### src/rtl/stream_mux_rr_pkg.sv
// Shared definitions for the round-robin / fixed-select stream mux.
package stream_mux_rr_pkg;

    localparam logic MODE_FIXED = 1'b0;
    localparam logic MODE_RR    = 1'b1;

    // Channel-id width; never below one bit so a 1-channel field stays legal.
    function automatic int sel_width(input int num_ch);
        return (num_ch > 1) ? $clog2(num_ch) : 1;
    endfunction

endpackage

### src/rtl/stream_mux_rr_arbiter.sv
// Combinational round-robin arbiter: first requester after ptr, wrapping modulo NUM_CH.
module rr_arbiter
    import stream_mux_rr_pkg::*;
#(
    parameter  int NUM_CH = 4,
    localparam int SEL_W  = sel_width(NUM_CH)
) (
    input  logic [NUM_CH-1:0] req,
    input  logic [SEL_W-1:0]  ptr,
    input  logic              en,
    output logic [NUM_CH-1:0] grant,
    output logic [SEL_W-1:0]  grant_idx
);

    logic             found;
    logic [SEL_W-1:0] idx;

    // NOTE: every output of a combinational block gets a default first so no latch is inferred.
    always_comb begin
        grant     = '0;
        grant_idx = '0;
        found     = 1'b0;
        idx       = '0;
        for (int k = 1; k <= NUM_CH; k++) begin
            idx = SEL_W'((int'(ptr) + k) % NUM_CH);
            if (en && !found && req[idx]) begin
                grant[idx] = 1'b1;
                grant_idx  = idx;
                found      = 1'b1;
            end
        end
    end

endmodule

### src/rtl/stream_mux_rr.sv
// N:1 stream mux with fixed-select or round-robin arbitration and one registered output stage.
module stream_mux_rr
    import stream_mux_rr_pkg::*;
#(
    parameter  int WIDTH  = 8,
    parameter  int NUM_CH = 4,
    localparam int SEL_W  = sel_width(NUM_CH)
) (
    input  logic                    clk,
    input  logic                    rst,
    input  logic                    mode,
    input  logic [SEL_W-1:0]        sel,
    input  logic [NUM_CH*WIDTH-1:0] in_data,
    input  logic [NUM_CH-1:0]       in_valid,
    output logic [NUM_CH-1:0]       in_ready,
    output logic [WIDTH-1:0]        out_data,
    output logic                    out_valid,
    output logic [SEL_W-1:0]        out_ch,
    input  logic                    out_ready
);

    logic [NUM_CH-1:0] rr_grant;
    logic [NUM_CH-1:0] fix_grant;
    logic [NUM_CH-1:0] grant;
    logic [SEL_W-1:0]  rr_idx;
    logic [SEL_W-1:0]  grant_idx;
    logic [SEL_W-1:0]  rr_ptr;
    logic              can_load;
    logic              accept;

    rr_arbiter #(.NUM_CH(NUM_CH)) u_arb (
        .req       (in_valid),
        .ptr       (rr_ptr),
        .en        (mode == MODE_RR),
        .grant     (rr_grant),
        .grant_idx (rr_idx)
    );

    // An out-of-range sel grants nothing; the range test guards the index.
    always_comb begin
        fix_grant = '0;
        if ((int'(sel) < NUM_CH) && in_valid[sel])
            fix_grant[sel] = 1'b1;
    end

    assign grant     = (mode == MODE_RR) ? rr_grant : fix_grant;
    assign grant_idx = (mode == MODE_RR) ? rr_idx   : sel;
    assign can_load  = ~out_valid | out_ready;
    assign accept    = (|grant) & can_load;
    assign in_ready  = grant & {NUM_CH{can_load}};

    // NOTE: state registers use non-blocking assignments; reset is synchronous, so it sits inside the clocked branch.
    always_ff @(posedge clk) begin
        if (rst) begin
            out_valid <= 1'b0;
            out_data  <= '0;
            out_ch    <= '0;
            rr_ptr    <= SEL_W'(NUM_CH - 1);
        end else if (accept) begin
            out_data  <= in_data[int'(grant_idx)*WIDTH +: WIDTH];
            out_ch    <= grant_idx;
            out_valid <= 1'b1;
            rr_ptr    <= grant_idx;
        end else if (out_ready) begin
            out_valid <= 1'b0;
        end
    end

endmodule

### config.mk
export PLATFORM = sky130hd
export DESIGN_NAME = stream_mux_rr
export DESIGN_NICKNAME = d
export VERILOG_FILES = /design/src/rtl/stream_mux_rr_pkg.sv /design/src/rtl/stream_mux_rr_arbiter.sv /design/src/rtl/stream_mux_rr.sv
export SDC_FILE = /design/constraint.sdc
export NUM_CORES = 1
export LEC_CHECK = 0
export BUFFER_PORTS_ARGS = -buffer_cell sky130_fd_sc_hd__buf_2
export CAP_MARGIN = 10
export CORE_MARGIN = 2
export CORE_UTILIZATION = 43
export CTS_CLUSTER_DIAMETER = 200
export DETAILED_ROUTE_END_ITERATION = 10
export PLACE_DENSITY = 0.76
export SKIP_CTS_REPAIR_TIMING = 1
export SYNTH_ARGS = -nofsm -noshare
export SYNTH_HDL_FRONTEND = slang
export SYNTH_HIERARCHICAL = 1
export SYNTH_SLANG_ARGS = --single-unit
export TNS_END_PERCENT = 20
### constraint.sdc
create_clock -name clk -period 3.3 [get_ports clk]
set_input_delay 0.66 -clock clk [delete_from_list [all_inputs] [get_ports clk]]
set_output_delay 0.66 -clock clk [all_outputs]
set_load 0.01 [all_outputs]
# Word-level counts from Yosys, hierarchy flattened
# Cells that the tools add are included.
# word_totals
reg_bits	13
in_bits	42
rom_bits	0
mem_bits_rw	0
latch_bits	0
out_inout_bits	15
wordCells	79
mem_count	0
# classes
muxes	36
magnitude_cmp	10
n_shift	1
reduce_logical	17
div_mod_pow	0
n_eq_ne	0
bitwise	7
n_addsub	4
multipliers	0
# ops
op	n
$shiftx 32x6->8	1
$mux 4	6
$lt 2x3->1 const B	5
$mux 1	15
$logic_and 1x1->1	12
$or 4x4->4	3
$bmux 1 s2	5
$demux 1 s2	5
$ge 2x1->1 const B	5
$mux 2	5
$add 2x1->2 const B	2
$add 2x2->2 const B	2
$and 4x4->4	1
$reduce_or 4->1	1
$logic_not 1->1	3
$reduce_bool 2->1	1
$and 1x1->1	1
$not 1->1	1
$or 1x1->1	1

# Longest topological paths before layout
# Gate-level depths: netlist of the first run.
# logic_depth
depth_word	21
ltp_mapped	13
depth_no_buf	10

# Modules after synthesis
# The synthesis of the first run kept the hierarchy.
# by_module_without_submodules
module	cells_each	n_inst	area_per_inst_um2	seq_area_each_um2
stream_mux_rr	81	1	879.6	260.2
rr_arbiter	48	1	446.7	0.0

# Worst setup path before layout of the first run
# OpenSTA, ideal clock, no wires.
# synth_path
path_type	reg-to-reg
from	reg rr_ptr[0]
to	reg out_ch[1]
arrival_ns	3.011
period_less_slack_ns	3.139
setup_ns	0.128
stages_incl_launch_ff	12
n_path_buf	2
required_time_ns	3.172
path_slack_ns	0.161
path_cell_list	dfxtp_1 -> buf_6 -> inv_1 -> ha_1 -> mux4_2 -> and3_1 -> a221o_1 -> or4_4 -> mux2_4 -> buf_6 -> a21oi_2 -> nor3_2
# synth_between
elab_chain_len	20
elab_cells_between_ends	60
classes_between	add/sub (4); order compare (8); mux (29); bitwise (4); reduce/logical (15)
# synth_lines
element	line_no	rtl
start: declaration	stream_mux_rr.sv:27	logic [SEL_W-1:0] rr_ptr;
start signal: assignment	stream_mux_rr.sv:58	rr_ptr <= SEL_W'(NUM_CH - 1);
start signal: assignment	stream_mux_rr.sv:63	rr_ptr <= grant_idx;
branches (longest 16 deep; another with $lt 2x3->1)	--	
$mux 4 *	stream_mux_rr_arbiter.sv:26	if (en && !found && req[idx]) begin
named net rr_grant[2]	stream_mux_rr.sv:22	logic [NUM_CH-1:0] rr_grant;
$mux 4 *	stream_mux_rr.sv:46	assign grant = (mode == MODE_RR) ? rr_grant : fix_grant;
$reduce_or 4->1 *	stream_mux_rr.sv:49	assign accept = (|grant) & can_load;
$and 1x1->1 *	stream_mux_rr.sv:49	
end signal: assignment	stream_mux_rr.sv:61	out_ch <= grant_idx;
end: declaration	stream_mux_rr.sv:18	output logic [SEL_W-1:0] out_ch,
# Mark *: on every way through the listed nets, which the timed path passes. The select of a mux whose other input is x is not followed.
# A chain may end at the register's enable or synchronous reset.

# Final worst setup path of the first run
# layout_path
from	reg rr_ptr[0]
to	out in_ready[1]
# layout_between
elab_chain_len	19
elab_cells_between_ends	54
classes_between	add/sub (4); order compare (8); mux (24); bitwise (4); reduce/logical (14)
# layout_lines
element	line_no	rtl
branches (longest 16 deep; another with $lt 2x3->1)	--	
$mux 4 *	stream_mux_rr_arbiter.sv:26	
named net rr_grant[1]	stream_mux_rr.sv:22	
$mux 4 *	stream_mux_rr.sv:46	
$and 4x4->4 *	stream_mux_rr.sv:50	assign in_ready = grant & {NUM_CH{can_load}};
end: declaration	stream_mux_rr.sv:15	output logic [NUM_CH-1:0] in_ready,
# Marked as above.

==> qor.txt, run 1 <==
status: completed
Chip Height: 59.5 um
crit path time final: 3.16 ns
Adder-Cell Fraction of Synth Area: 0.0660
pin count of the biggest net entering global routing: 20
arrival time worst endpoint: 2.50 ns
Syn Area/Cell: 10.3 sq um
top layer in use: met4
Hold/Removal Path Class: flop to flop
total track usage: 0.203
fin util: 0.558
# rows: 20
Pleak: 0.755 nW
Worst-path clk slew: 0.09 ns
Routed WL: 3560 um
Seq/Total Area, Yosys: 0.196
Synth Area in XOR/XNOR: 0
Num CTS Buffers: 3
R2R cell count: 10
Core ar.: 3000 sq um
crit path from: rr_ptr[0]
CP required: 2.64 ns
metal3 WL: 143 um
Die Area: 3540 sq um
# diodes: 0
met2 routed WL: 1850 um
crit-path max FO: 12
Synth Net Count: 178
Residual DRC: 0
Yosys top cell by area: dfxtp_1
average wire per standard cell: 16.3 um
Yosys reg bits: 13
Ports: 57
Clk Tree Root Cell: clkbuf_4
CTS max path bufs: 2
worst clock skew: 0.00640 ns
DRT antenna net count: 0
R2R setup slack: 0.20 ns
layout cells sized above 1: 0.484
Vias per Instance: 5.86
total number of vias: 1284
Fin Setup TNS: 0 ns
r2r startpoint: rr_ptr[0]
# nets final: 236
mapped cell area: 1330 sq um
Max Slew Vio Count: 0
multiplexer share of the synthesized area: 0.302
final setup violation count: 0
setup slack after layout: 0.142 ns
Least-Margin Pin Slew: 0.683 ns
most common cell after layout, fill and taps aside: buf_2
MaxCap Viol Count: 0
CP cell instances: inv_1 -> ha_4 -> mux4_2 -> nor2_2 -> and3_1 -> a221o_1 -> a32oi_1 -> nor2_1 -> buf_2
r2r endpoint: rr_ptr[0]
WL met1: 1550 um
CP max-delay cell: a221o_1
first-pass GRT wire length: 5500 um
CTS tree: done
Initial DRC Count: 111
Area growth syn-to-layout: 26.2%
CTS sink cnt: 13
Peak VDD IR: 0.000239 V
vias in the first global route: 1214
Syn. warnings: 6
Cell variety after synth: 35
dpl ws: 0.0421 ns
Area contributors post-synth: dfxtp_1, mux4_2, ha_1
simple-gate share of the synthesized area: 0.174
Critical Path End: in_ready[1]
htree depth: 1
initial antenna violation count: 0
Die X: 59.5 um
CP max stage delay: 0.40 ns
synthesized instance count: 129
Slew HR: 0.544
WS Path Type: flop to output port
Critical Path Source Type: flop
FMAX: 0.317 GHz
clk_lat worst skew: 0.28 ns
commonest non-fill, non-tap cells in the layout: buf_2, dfxtp_1, a21oi_1
drt pass-1 iters: 5
Starting Density: 0.442
final hold violations: 0
PD cells: 702 nW/um^2
final period utilization: 0.957
grt total ovfl: 0
GPL Wtd Cong: 0.821
PortBufs: 56
Crit. End Element: output port
largest family of logic cells by synthesized area: multiplexers
DP HPWL: 2790 um
post-synth top area share: 0.196
Compound-Gate Fraction of Synth Area: 0.201
state kept, by name (all words and copies together), names as in the netlist:
register	count
rr_ptr	2
out_valid	1
out_data	8
out_ch	2
stage by stage:
step                      total power [mW]  cell area, sq um  instances  hold slack, ns
after CTS                             1.15              1650        219           0.483
after global placement                1.02              1620        215           0.458
after floorplan                      0.859              1330        129           0.498
final                                 1.18              1670        219           0.481
after detailed placement              1.04              1620        215           0.469
after global routing                  1.27              1670        219           0.523
report_power, final:
part | leakage (nW) | internal [mW] | switching, mW
clock network | 0.0150 | 0.0469 | 0.0556
logic | 0.633 | 0.401 | 0.433
registers | 0.107 | 0.214 | 0.0255
total | 0.755 | 0.662 | 0.514
worst min-delay path by stage:
stage	startpoint	endpoint	slack, ns	cells past startpoint
after floorplan	out_data[2]	out_data[2]	0.50	2
after global placement	out_data[7]	out_data[7]	0.46	2
after detailed placement	out_data[5]	out_data[5]	0.47	2
after CTS	out_data[5]	out_data[5]	0.48	2
after global routing	out_data[0]	out_data[0]	0.52	2
final	out_data[2]	out_data[2]	0.48	2
critical path, delay by kind of cell (launching register included):
kind | cells | cell delay (ns)
adders and majority gates | 1 | 0.25
muxes | 1 | 0.37
DFF | 1 | 0.32
and+or+nand+nor | 3 | 0.36
AOI/OAI and AO/OA | 2 | 0.59
buffers and inverters | 2 | 0.33
routing by layer:
metal	up-vias	GRT usage
met5	-	0
met4	0	0.0667
met3	4	0.0415
met2	37	0.331
met1	617	0.269
li1	626	-
logic make-up after synthesis:
kind of cell               after synthesis
AOI/OAI and AO/OA                       41
adders and majority gates                7
buffers and inverters                   11
DFF                                     13
muxes                                   20
and+or+nand+nor                         37
layout make-up:
type	instances	area, sq um
Sequential cell	13	260
Tap cell	33	41.3
Inverter	4	15.0
Multi-Input combinational cell	105	1010
Timing Repair Buffer	60	323
Fill cell	273	1330
Clock buffer	4	26.3
Yosys cell counts:
master	number
a31o_2	1
a32oi_1	4
o21ai_1	6
mux2i_2	2
or4_4	1
o21bai_1	1
a21boi_0	4
nand2b_1	1
nor2_1	6
mux2_4	1
nand3_1	8
a221o_1	4
o21ai_0	6
nand3b_1	4
nand2_1	5
and4_2	1
dfxtp_1	13
o31ai_1	1
nor3_2	2
buf_6	4
buf_4	1
mux2_2	1
dlygate4sd3_1	1
a21oi_1	12
inv_1	4
mux2i_4	1
and3_1	1
ha_1	7
mux2i_1	2
mux4_2	10
clkbuf_1	1
mux4_1	3
a21oi_2	2
and3_4	3
nor2b_1	5
No activity file was read; power rests on OpenSTA's default activity.
==> run 2: changes to the inputs <==
CAP_MARGIN = 20   (was 10)
MAX_ROUTING_LAYER = met4   (was unset)
==> qor.txt, run 2 (synthesis results as in run 1) <==
status: completed
CTS max path bufs: 2
DP HPWL: 2640 um
Peak VDD IR: 0.000253 V
Residual DRC: 0
# rows: 20
drt pass-1 iters: 4
Max Slew Vio Count: 0
Largest register FFs: 8
Area growth syn-to-layout: 26.0%
commonest non-fill, non-tap cells in the layout: buf_2, dfxtp_1, a21oi_1
met3 usage: 0.0415
R2R setup slack: 0.20 ns
Slew HR: 0.524
pin count of the biggest net entering global routing: 20
Die X: 59.5 um
Largest Register: out_data
r2r endpoint: rr_ptr[0]
Initial DRC Count: 74
total track usage: 0.196
total number of vias: 1261
R2R cell count: 10
Core ar.: 3000 sq um
final period utilization: 0.957
Routed WL: 3370 um
met2 usage: 0.289
# nets final: 236
GR Util met1: 0.274
Worst-path clk slew: 0.07 ns
worst hold slack: 0.484 ns
grt total ovfl: 0
GPL Wtd Cong: 0.807
most common cell after layout, fill and taps aside: buf_2
Die Area: 3540 sq um
htree depth: 1
Crit. End Element: output port
power share of the clock group: 0.083
MaxCap Viol Count: 0
PortBufs: 56
final setup violation count: 0
Chip Height: 59.5 um
GR peak layer: met2
hold path depth: 2
CP required: 2.64 ns
vias in the first global route: 1141
Critical Path Source Type: flop
CTS tree: done
Regs by FF count: out_data x8, out_ch x2, rr_ptr x2
Int Power: 0.660 mW
Num CTS Buffers: 3
# diodes: 0
layout cells sized above 1: 0.478
initial antenna violation count: 0
RSZ-0062 raised after global routing: false
worst clock skew: 0.00168 ns
clk_lat worst skew: 0.27 ns
crit path time final: 3.16 ns
Starting Density: 0.442
Hold/Removal Path Class: flop to flop
crit-path max FO: 12
r2r startpoint: rr_ptr[0]
Ports: 57
HP Start: out_data[6]
sequential fraction of design power: 0.206
first-pass GRT wire length: 5200 um
average wire per standard cell: 15.4 um
fin util: 0.557
FMAX: 0.317 GHz
CTS sink cnt: 13
DRT antenna net count: 0
Sw Pwr: 0.508 mW
Pleak: 0.755 nW
Least-Margin Pin Slew: 0.713 ns
Worst Hold Path EP: out_data[6]
final hold violations: 0
Vias per Instance: 5.76
arrival time worst endpoint: 2.50 ns
WS Path Type: flop to output port
PD cells: 699 nW/um^2
Switching Share: 0.435
Fin Setup TNS: 0 ns
Comb pwr share: 0.711
Clk Tree Root Cell: clkbuf_4
run 2: per-stage QoR:
stage	instances	area, sq um	worst slack, ns	total power, mW
after floorplan	129	1330	0.161	0.859
after global placement	215	1620	0.0861	1.02
after CTS	219	1650	0.0594	1.14
final	219	1670	0.141	1.17
after detailed placement	215	1620	0.00691	1.04
after global routing	219	1670	0.0488	1.26
run 2: metal layers:
metal | share of wire | up-vias
met2 | 0.49 | 30
met4 | 0.0044 | 0
met1 | 0.46 | 600
li1 | - | 629
met3 | 0.041 | 2
met5 | 0 | -
run 2: worst max-delay path, cell delays in order, from the launching register on:
cell and delay, ns:
dfxtp_1 0.32, inv_1 0.16, ha_4 0.25, mux4_2 0.36, nor2_1 0.11, and3_1 0.21, a221o_1 0.39, a32oi_1 0.19
nor2_1 0.06, buf_2 0.17
run 2: final cells by class:
| type | count | area (sq um) |
|---|---|---|
| clock buffer | 4 | 26.3 |
| sequential | 13 | 260 |
| multi-input combinational | 105 | 1010 |
| timing repair buffer | 60 | 323 |
| tap | 33 | 41.3 |
| fill | 259 | 1330 |
| inverter | 4 | 15.0 |
run 2: power groups by stage:
stage / clock [mW] / sequential, mW / combinational, mW
6_report: 0.0970 / 0.241 / 0.830
5_1_grt: 0.111 / 0.248 / 0.902
4_1_cts: 0.100 / 0.241 / 0.799
3_5_place_dp: 0 / 0.244 / 0.793
3_3_place_gp: 0 / 0.243 / 0.780
2_1_floorplan: 0 / 0.278 / 0.581
run 2: worst max path at each step:
stage	startpoint	cells past startpoint	slack, ns	endpoint
after floorplan	rr_ptr[0]	11	0.16	out_ch[1]
after global placement	in_valid[3]	9	0.09	rr_ptr[0]
after detailed placement	in_valid[3]	9	0.007	out_data[5]
after CTS	rr_ptr[0]	9	0.06	in_ready[1]
after global routing	rr_ptr[0]	8	0.05	in_ready[1]
final	rr_ptr[0]	9	0.14	in_ready[1]
